$ cat config.mk
export PLATFORM = sky130hd
export DESIGN_NAME = lcd_bus_monitor
export DESIGN_NICKNAME = d
export VERILOG_FILES = /design/src/rtl/lcd_bus_monitor.sv
export SDC_FILE = /design/constraint.sdc
export NUM_CORES = 1
export LEC_CHECK = 0
export BUFFER_PORTS_ARGS = -buffer_cell sky130_fd_sc_hd__buf_2
export CAP_MARGIN = 40
export CORE_ASPECT_RATIO = 1.5
export CORE_UTILIZATION = 43
export CTS_BUF_LIST = sky130_fd_sc_hd__clkbuf_8
export DETAILED_ROUTE_END_ITERATION = 10
export HOLD_SLACK_MARGIN = 0.02
export PLACE_DENSITY = 0.64
export SYNTH_ARGS = -nofsm -noshare
export SYNTH_HDL_FRONTEND = slang
export SYNTH_SLANG_ARGS = --single-unit
$ cat constraint.sdc
create_clock -name CLK -period 2.25 [get_ports CLK]
set_input_delay 0 -clock CLK [delete_from_list [all_inputs] [get_ports CLK]]
set_output_delay 0 -clock CLK [all_outputs]
set_load 0.01 [all_outputs]
$ cat src/rtl/lcd_bus_monitor.sv
// Passive monitor for the HD44780-style 4-bit LCD write bus.
// Reassembles nibbles into bytes and tracks the 8-bit/4-bit interface mode.
// Also mirrors the DDRAM address counter and flags gap and RS-consistency violations.
module lcd_bus_monitor #(
    parameter int unsigned MIN_GAP  = 500,
    parameter int unsigned SYNC_STG = 2
) (
    input  logic       CLK,
    input  logic       RST,
    input  logic [4:0] LCD_D,
    input  logic       LCD_E,
    output logic       byte_valid,
    output logic       byte_rs,
    output logic [7:0] byte_data,
    output logic       mode4,
    output logic       char_we,
    output logic [6:0] char_addr,
    output logic [7:0] char_data,
    output logic [6:0] ddram_addr,
    output logic       clear_seen,
    output logic       timing_err,
    output logic       proto_err
);

    localparam int unsigned GAP_W = $clog2(MIN_GAP + 1);
    localparam int unsigned NIB_W = 5;

    localparam logic [1:0] ST_MODE8 = 2'd0;
    localparam logic [1:0] ST_HIGH  = 2'd1;
    localparam logic [1:0] ST_LOW   = 2'd2;

    // Synchronizer chains for the asynchronous LCD bus.
    logic [SYNC_STG-1:0] e_sync;
    logic [NIB_W-1:0]    d_sync [SYNC_STG];
    logic                e_prev;

    logic             fall_c;
    logic [NIB_W-1:0] nib_c;

    logic [GAP_W-1:0] gap_cnt;
    logic             gap_short_c;

    logic [1:0]       state;
    logic [1:0]       state_nxt;
    logic [NIB_W-1:0] hi_q;
    logic [NIB_W-1:0] hi_nxt;

    logic             emit_c;
    logic             emit_rs_c;
    logic [7:0]       emit_byte_c;
    logic             perr_set_c;

    logic [6:0]       addr_nxt;
    logic             incr;
    logic             incr_nxt;
    logic             we_c;
    logic             clr_c;

    // Next DDRAM address on the two-line map (0x00-0x27, 0x40-0x67).
    function automatic logic [6:0] addr_step(input logic [6:0] a, input logic up);
        logic [6:0] r;
        if (up) begin
            if (a == 7'h27)      r = 7'h40;
            else if (a == 7'h67) r = 7'h00;
            else                 r = a + 7'd1;
        end else begin
            if (a == 7'h00)      r = 7'h67;
            else if (a == 7'h40) r = 7'h27;
            else                 r = a - 7'd1;
        end
        return r;
    endfunction

    // Shift LCD_E and LCD_D through the synchronizer stages.
    always_ff @(posedge CLK) begin
        if (RST) begin
            e_sync <= '0;
            e_prev <= 1'b0;
            for (int i = 0; i < int'(SYNC_STG); i++) begin
                d_sync[i] <= '0;
            end
        end else begin
            e_sync    <= {e_sync[SYNC_STG-2:0], LCD_E};
            e_prev    <= e_sync[SYNC_STG-1];
            d_sync[0] <= LCD_D;
            for (int i = 1; i < int'(SYNC_STG); i++) begin
                d_sync[i] <= d_sync[i-1];
            end
        end
    end

    // Falling edge of the synchronized strobe; data taken from the same stage.
    always_comb begin
        fall_c      = e_prev & ~e_sync[SYNC_STG-1];
        nib_c       = d_sync[SYNC_STG-1];
        gap_short_c = fall_c && (gap_cnt < GAP_W'(MIN_GAP));
    end

    // Cycles since the last accepted fall, saturating at MIN_GAP.
    always_ff @(posedge CLK) begin
        if (RST) begin
            gap_cnt <= GAP_W'(MIN_GAP);
        end else if (fall_c) begin
            gap_cnt <= '0;
        end else if (gap_cnt < GAP_W'(MIN_GAP)) begin
            gap_cnt <= gap_cnt + GAP_W'(1);
        end
    end

    // Interface mode state register.
    always_ff @(posedge CLK) begin
        if (RST) begin
            state <= ST_MODE8;
        end else begin
            state <= state_nxt;
        end
    end

    // Mode FSM: nibble assembly, byte emission and mode switching.
    always_comb begin
        state_nxt   = state;
        hi_nxt      = hi_q;
        emit_c      = 1'b0;
        emit_rs_c   = 1'b0;
        emit_byte_c = 8'h00;
        perr_set_c  = 1'b0;
        case (state)
            ST_MODE8: begin
                if (fall_c) begin
                    emit_c      = 1'b1;
                    emit_rs_c   = nib_c[4];
                    emit_byte_c = {nib_c[3:0], 4'h0};
                    if (nib_c == 5'b0_0010) begin
                        state_nxt = ST_HIGH;
                    end
                end
            end
            ST_HIGH: begin
                if (fall_c) begin
                    hi_nxt    = nib_c;
                    state_nxt = ST_LOW;
                end
            end
            ST_LOW: begin
                if (fall_c) begin
                    emit_c      = 1'b1;
                    emit_rs_c   = hi_q[4];
                    emit_byte_c = {hi_q[3:0], nib_c[3:0]};
                    perr_set_c  = hi_q[4] ^ nib_c[4];
                    if (!hi_q[4] && (hi_q[3:0] == 4'h3)) begin
                        state_nxt = ST_MODE8;
                    end else begin
                        state_nxt = ST_HIGH;
                    end
                end
            end
            default: begin
                state_nxt = ST_MODE8;
            end
        endcase
    end

    // Decode emitted bytes into DDRAM mirror effects.
    always_comb begin
        addr_nxt = ddram_addr;
        incr_nxt = incr;
        we_c     = 1'b0;
        clr_c    = 1'b0;
        if (emit_c) begin
            if (emit_rs_c) begin
                we_c     = 1'b1;
                addr_nxt = addr_step(ddram_addr, incr);
            end else if (emit_byte_c == 8'h01) begin
                addr_nxt = 7'h00;
                incr_nxt = 1'b1;
                clr_c    = 1'b1;
            end else if (emit_byte_c[7:1] == 7'b0000001) begin
                addr_nxt = 7'h00;
            end else if (emit_byte_c[7:2] == 6'b000001) begin
                incr_nxt = emit_byte_c[1];
            end else if (emit_byte_c[7]) begin
                addr_nxt = emit_byte_c[6:0];
            end
        end
    end

    // Registered outputs, address mirror and sticky error flags.
    always_ff @(posedge CLK) begin
        if (RST) begin
            byte_valid <= 1'b0;
            byte_rs    <= 1'b0;
            byte_data  <= 8'h00;
            mode4      <= 1'b0;
            char_we    <= 1'b0;
            char_addr  <= 7'h00;
            char_data  <= 8'h00;
            ddram_addr <= 7'h00;
            incr       <= 1'b1;
            clear_seen <= 1'b0;
            timing_err <= 1'b0;
            proto_err  <= 1'b0;
            hi_q       <= '0;
        end else begin
            byte_valid <= emit_c;
            if (emit_c) begin
                byte_rs   <= emit_rs_c;
                byte_data <= emit_byte_c;
            end
            mode4   <= (state_nxt != ST_MODE8);
            char_we <= we_c;
            if (we_c) begin
                char_addr <= ddram_addr;
                char_data <= emit_byte_c;
            end
            ddram_addr <= addr_nxt;
            incr       <= incr_nxt;
            clear_seen <= clr_c;
            timing_err <= timing_err | gap_short_c;
            proto_err  <= proto_err | perr_set_c;
            hi_q       <= hi_nxt;
        end
    end

endmodule

==> results.tsv <==
stage	metric	value	unit
critical_path	cp.arrival	2320	ps
timing	hold_slack	41.7	ps
logic_synthesis	synth_commonest_cells	dfxtp_1 (67), nand2_1 (46), nor2_1 (32)	
outcome	outcome	finished, final reports clean	
timing	slew_headroom	62.6	%
routing	drtAntennaViolNets	0	
logic_synthesis	synthesis.nets	346	
min_path	hold_class	input port to flip-flop	
logic_synthesis	synthCells	335	
critical_path	r2r_cells	7	
clocking	numClockSinks	67	
timing	fmax	0.491	GHz
clocking	clockBufferDepth	2	
routing	dr.pass1.iters	4	
clocking	htreeDepth	3	
logic_synthesis	syn_area_per_cell	8.85	um2
clocking	post-cts-setup-buffers	0	
logic_synthesis	yosys_warnings	0	
logic_synthesis	ys_seq_elements	67	
power	power_density	736	nW/um2
flow_run	drv.max_cap_violation_count	0	
power	switchingPower	0.000551	W
timing	worstMarginPinSlew	561	ps
critical_path	required	2540	ps
cells_and_area	n_antenna_cell	0	
die	rows	36	
global_route	grt_pass1_vias	2301	
critical_path	timing.rr.end	ddram_addr[2]$_SDFFE_PP0P_	
logic_synthesis	synthDistinctLibCells	57	
min_path	hold_depth	2	
clocking	cts_tree	yes	
global_route	grt_usage	19.2	%
clocking	worstSkewPairLatency	350	ps
global_route	grt_antenna_before_repair	0	
clocking	root_buffer	clkbuf_8	
routing	post_drt_wl_per_cell	14.2	um
timing	setup_violations	0	
timing	rsz0062_at_grt	no	
power	irDropWorstVdd	0.813	mV
routing	drc	0	
power	power_frac_comb	4.2	%
critical_path	crit_fanout	10	
critical_path	crit_path_end_kind	flip-flop	
cells_and_area	drive_gt1_share	22.9	%
routing	drtIter0Drc	126	
timing	timing.final.crit_share	90.5	%
logic_synthesis	synth.largest_area_cell	dfxtp_1	
logic_synthesis	synth-edff-count	0	
power	p_sw_share	20.8	%
placed_design	io_buffers	44	
clocking	cts.clk_slew.worst_paths	80	ps
logic_synthesis	yosysSeqAreaShare	45.3	%
critical_path	worst-r2r-setup-slack	210	ps
clocking	ctsResizeCount	0	
logic_synthesis	synth_most_common_cell	dfxtp_1	
die	die_y	104	um
logic_synthesis	async_flop_share	0	%
routing	vias	2524	
critical_path	crit_type	flip-flop to flip-flop	
global_route	overflow	0	
routing	routed_via_density	5.38	
clocking	cts_inserted_buffers	9	
routing	wl	6670	um
logic_synthesis	synth_top_area_share	45.3	%
timing	fin_setup_tns	0	ps
logic_synthesis	syn-cell-area	2960	um2
cells_and_area	seq_area	1340	um2
die	ios	45	
critical_path	r2r_start	state[1]$_SDFF_PP0_	
cells_and_area	multi_input_area	1470	um2
power	seqPwrFrac	46.2	%
min_path	min_to	char_data[3]$_SDFFE_PP0P_	
power	p_int	0.00210	W
timing	period_minus_slack	2040	ps
critical_path	worst_setup_path_start_kind	flip-flop	
placed_design	dp_hpwl	4550	um
logic_synthesis	synth_flop_cell	dfxtp_1	
placed_design	globalplace.congestion	0.791	
logic_synthesis	synth.area.top_cells	dfxtp_1 (45%), nand2_1 (5.8%), a21oi_1 (4.9%)	
clocking	postCtsHoldBufs	6	
cells_and_area	area_growth	21.6	%
die	start_util	45.1	%
power	power_leakage	1.45	nW
global_route	grt_pass1_wl	11100	um
timing	drv_slew	0	
die	dieWidth	69.8	um
timing	finalClockSkew	11.6	ps
timing	finalHoldViolations	0	
die	die_area	7240	um2
cells_and_area	fin_nets	399	
global_route	grt_max_degree	41	
power	p_clk_share	49.7	%
min_path	holdCritStartpoint	RST	
cells_and_area	fillers	613	
die	coreArea	6580	um2
==> cell usage in the layout, fill, tap and decap left out, types with 2 or more instances in the layout <==
master         count
dfxtp_1           67
nand2_1           46
buf_2             44
nor2_1            32
a21oi_1           29
buf_4             15
mux2i_1           14
nor2b_1           13
o21ai_0           11
nand3_1            9
and3_1             9
clkbuf_8           9
nor3_1             8
inv_1              7
dlygate4sd3_1      6
a31oi_1            4
xor2_1             4
xnor2_1            4
bufinv_16          4
nor3b_1            3
nor4_1             3
o21ai_1            3
o211ai_1           3
a311oi_1           3
ha_1               3
mux2_2             2
or3b_1             2
nor2_2             2
or2_2              2
nand4_1            2
o311a_1            2
==> worst max-delay path, stage by stage (launching register included) <==
cell,delay [ps]
dfxtp_1,500
buf_4,230
mux2i_1,190
nor2_2,430
buf_4,240
nand2_1,60
a21bo_2,220
a21oi_2,110
==> power groups by stage <==
stage | clock [W] | sequential [W] | combinational (W)
after global routing | 0.00139 | 0.00123 | 0.000122
after floorplan | 0 | 0.00125 | 0.0000778
after CTS | 0.00134 | 0.00122 | 0.000111
after detailed placement | 0 | 0.00125 | 0.000102
final | 0.00132 | 0.00122 | 0.000111
after global placement | 0 | 0.00125 | 0.000101
==> area by class of cell <==
cell class | count | area share [%]
Multi-Input combinational cell | 238 | 40.7
Clock buffer | 9 | 3.44
Timing Repair Buffer | 66 | 11.5
Inverter | 6 | 0.625
Tap cell | 76 | 2.64
Sequential cell | 67 | 37.2
Clock inverter | 7 | 3.89
==> through the flow <==
step                worst slack [ps]  utilization [%]  cell area (um2)  cells  power, W
floorplan                        549                -             2960    335   0.00133
global placement                 241             49.9             3280    447   0.00135
detailed placement               230             49.9             3280    447   0.00135
CTS                              216             54.8             3600    469   0.00267
global route                    36.0             54.8             3600    469   0.00274
finish                           215             54.8             3600    469   0.00265
==> worst max path at each step <==
stage / startpoint / endpoint / slack (ps)
after global routing: state[1]$_SDFF_PP0_ / ddram_addr[6]$_SDFFE_PP0P_ / 40
final: state[1]$_SDFF_PP0_ / ddram_addr[2]$_SDFFE_PP0P_ / 210
after floorplan: state[1]$_SDFF_PP0_ / ddram_addr[3]$_SDFFE_PP0P_ / 550
after global placement: state[1]$_SDFF_PP0_ / ddram_addr[2]$_SDFFE_PP0P_ / 240
after CTS: state[1]$_SDFF_PP0_ / ddram_addr[2]$_SDFFE_PP0P_ / 220
after detailed placement: state[1]$_SDFF_PP0_ / ddram_addr[6]$_SDFFE_PP0P_ / 230
==> cell families (layout without fill, tap and decap cells) <==
family                   Yosys count  count (layout)  synth area share (%)
AO/OA/AOI/OAI                     71              71                  16.4
flip-flops                        67              67                  45.3
XOR/XNOR                           8               8                  2.36
buffers and inverters             30              88                  5.23
AND/OR/NAND/NOR                  139             139                  23.3
adder cells (fa/ha/maj)            3               3                  1.27
multiplexers                      17              17                  6.25
==> routing by layer <==
metal | wire, um | global-route usage [%] | up-vias
met2 | 3460 | 32.8 | 62
met5 | 0 | 0 | -
met3 | 267 | 4.57 | 9
met4 | 113 | 8.29 | 0
li1 | - | - | 1273
met1 | 2830 | 22.4 | 1180
==> state kept, by name, summed over array words and instances (netlist names) <==
name	cells
d_sync	10
gap_cnt	9
byte_data	8
char_data	8
char_addr	7
ddram_addr	7
hi_q	5
e_sync	2
state	2
byte_rs	1
byte_valid	1
char_we	1
clear_seen	1
e_prev	1
incr	1
mode4	1
proto_err	1
timing_err	1
Note: power is estimated with default switching activity, not from simulation.
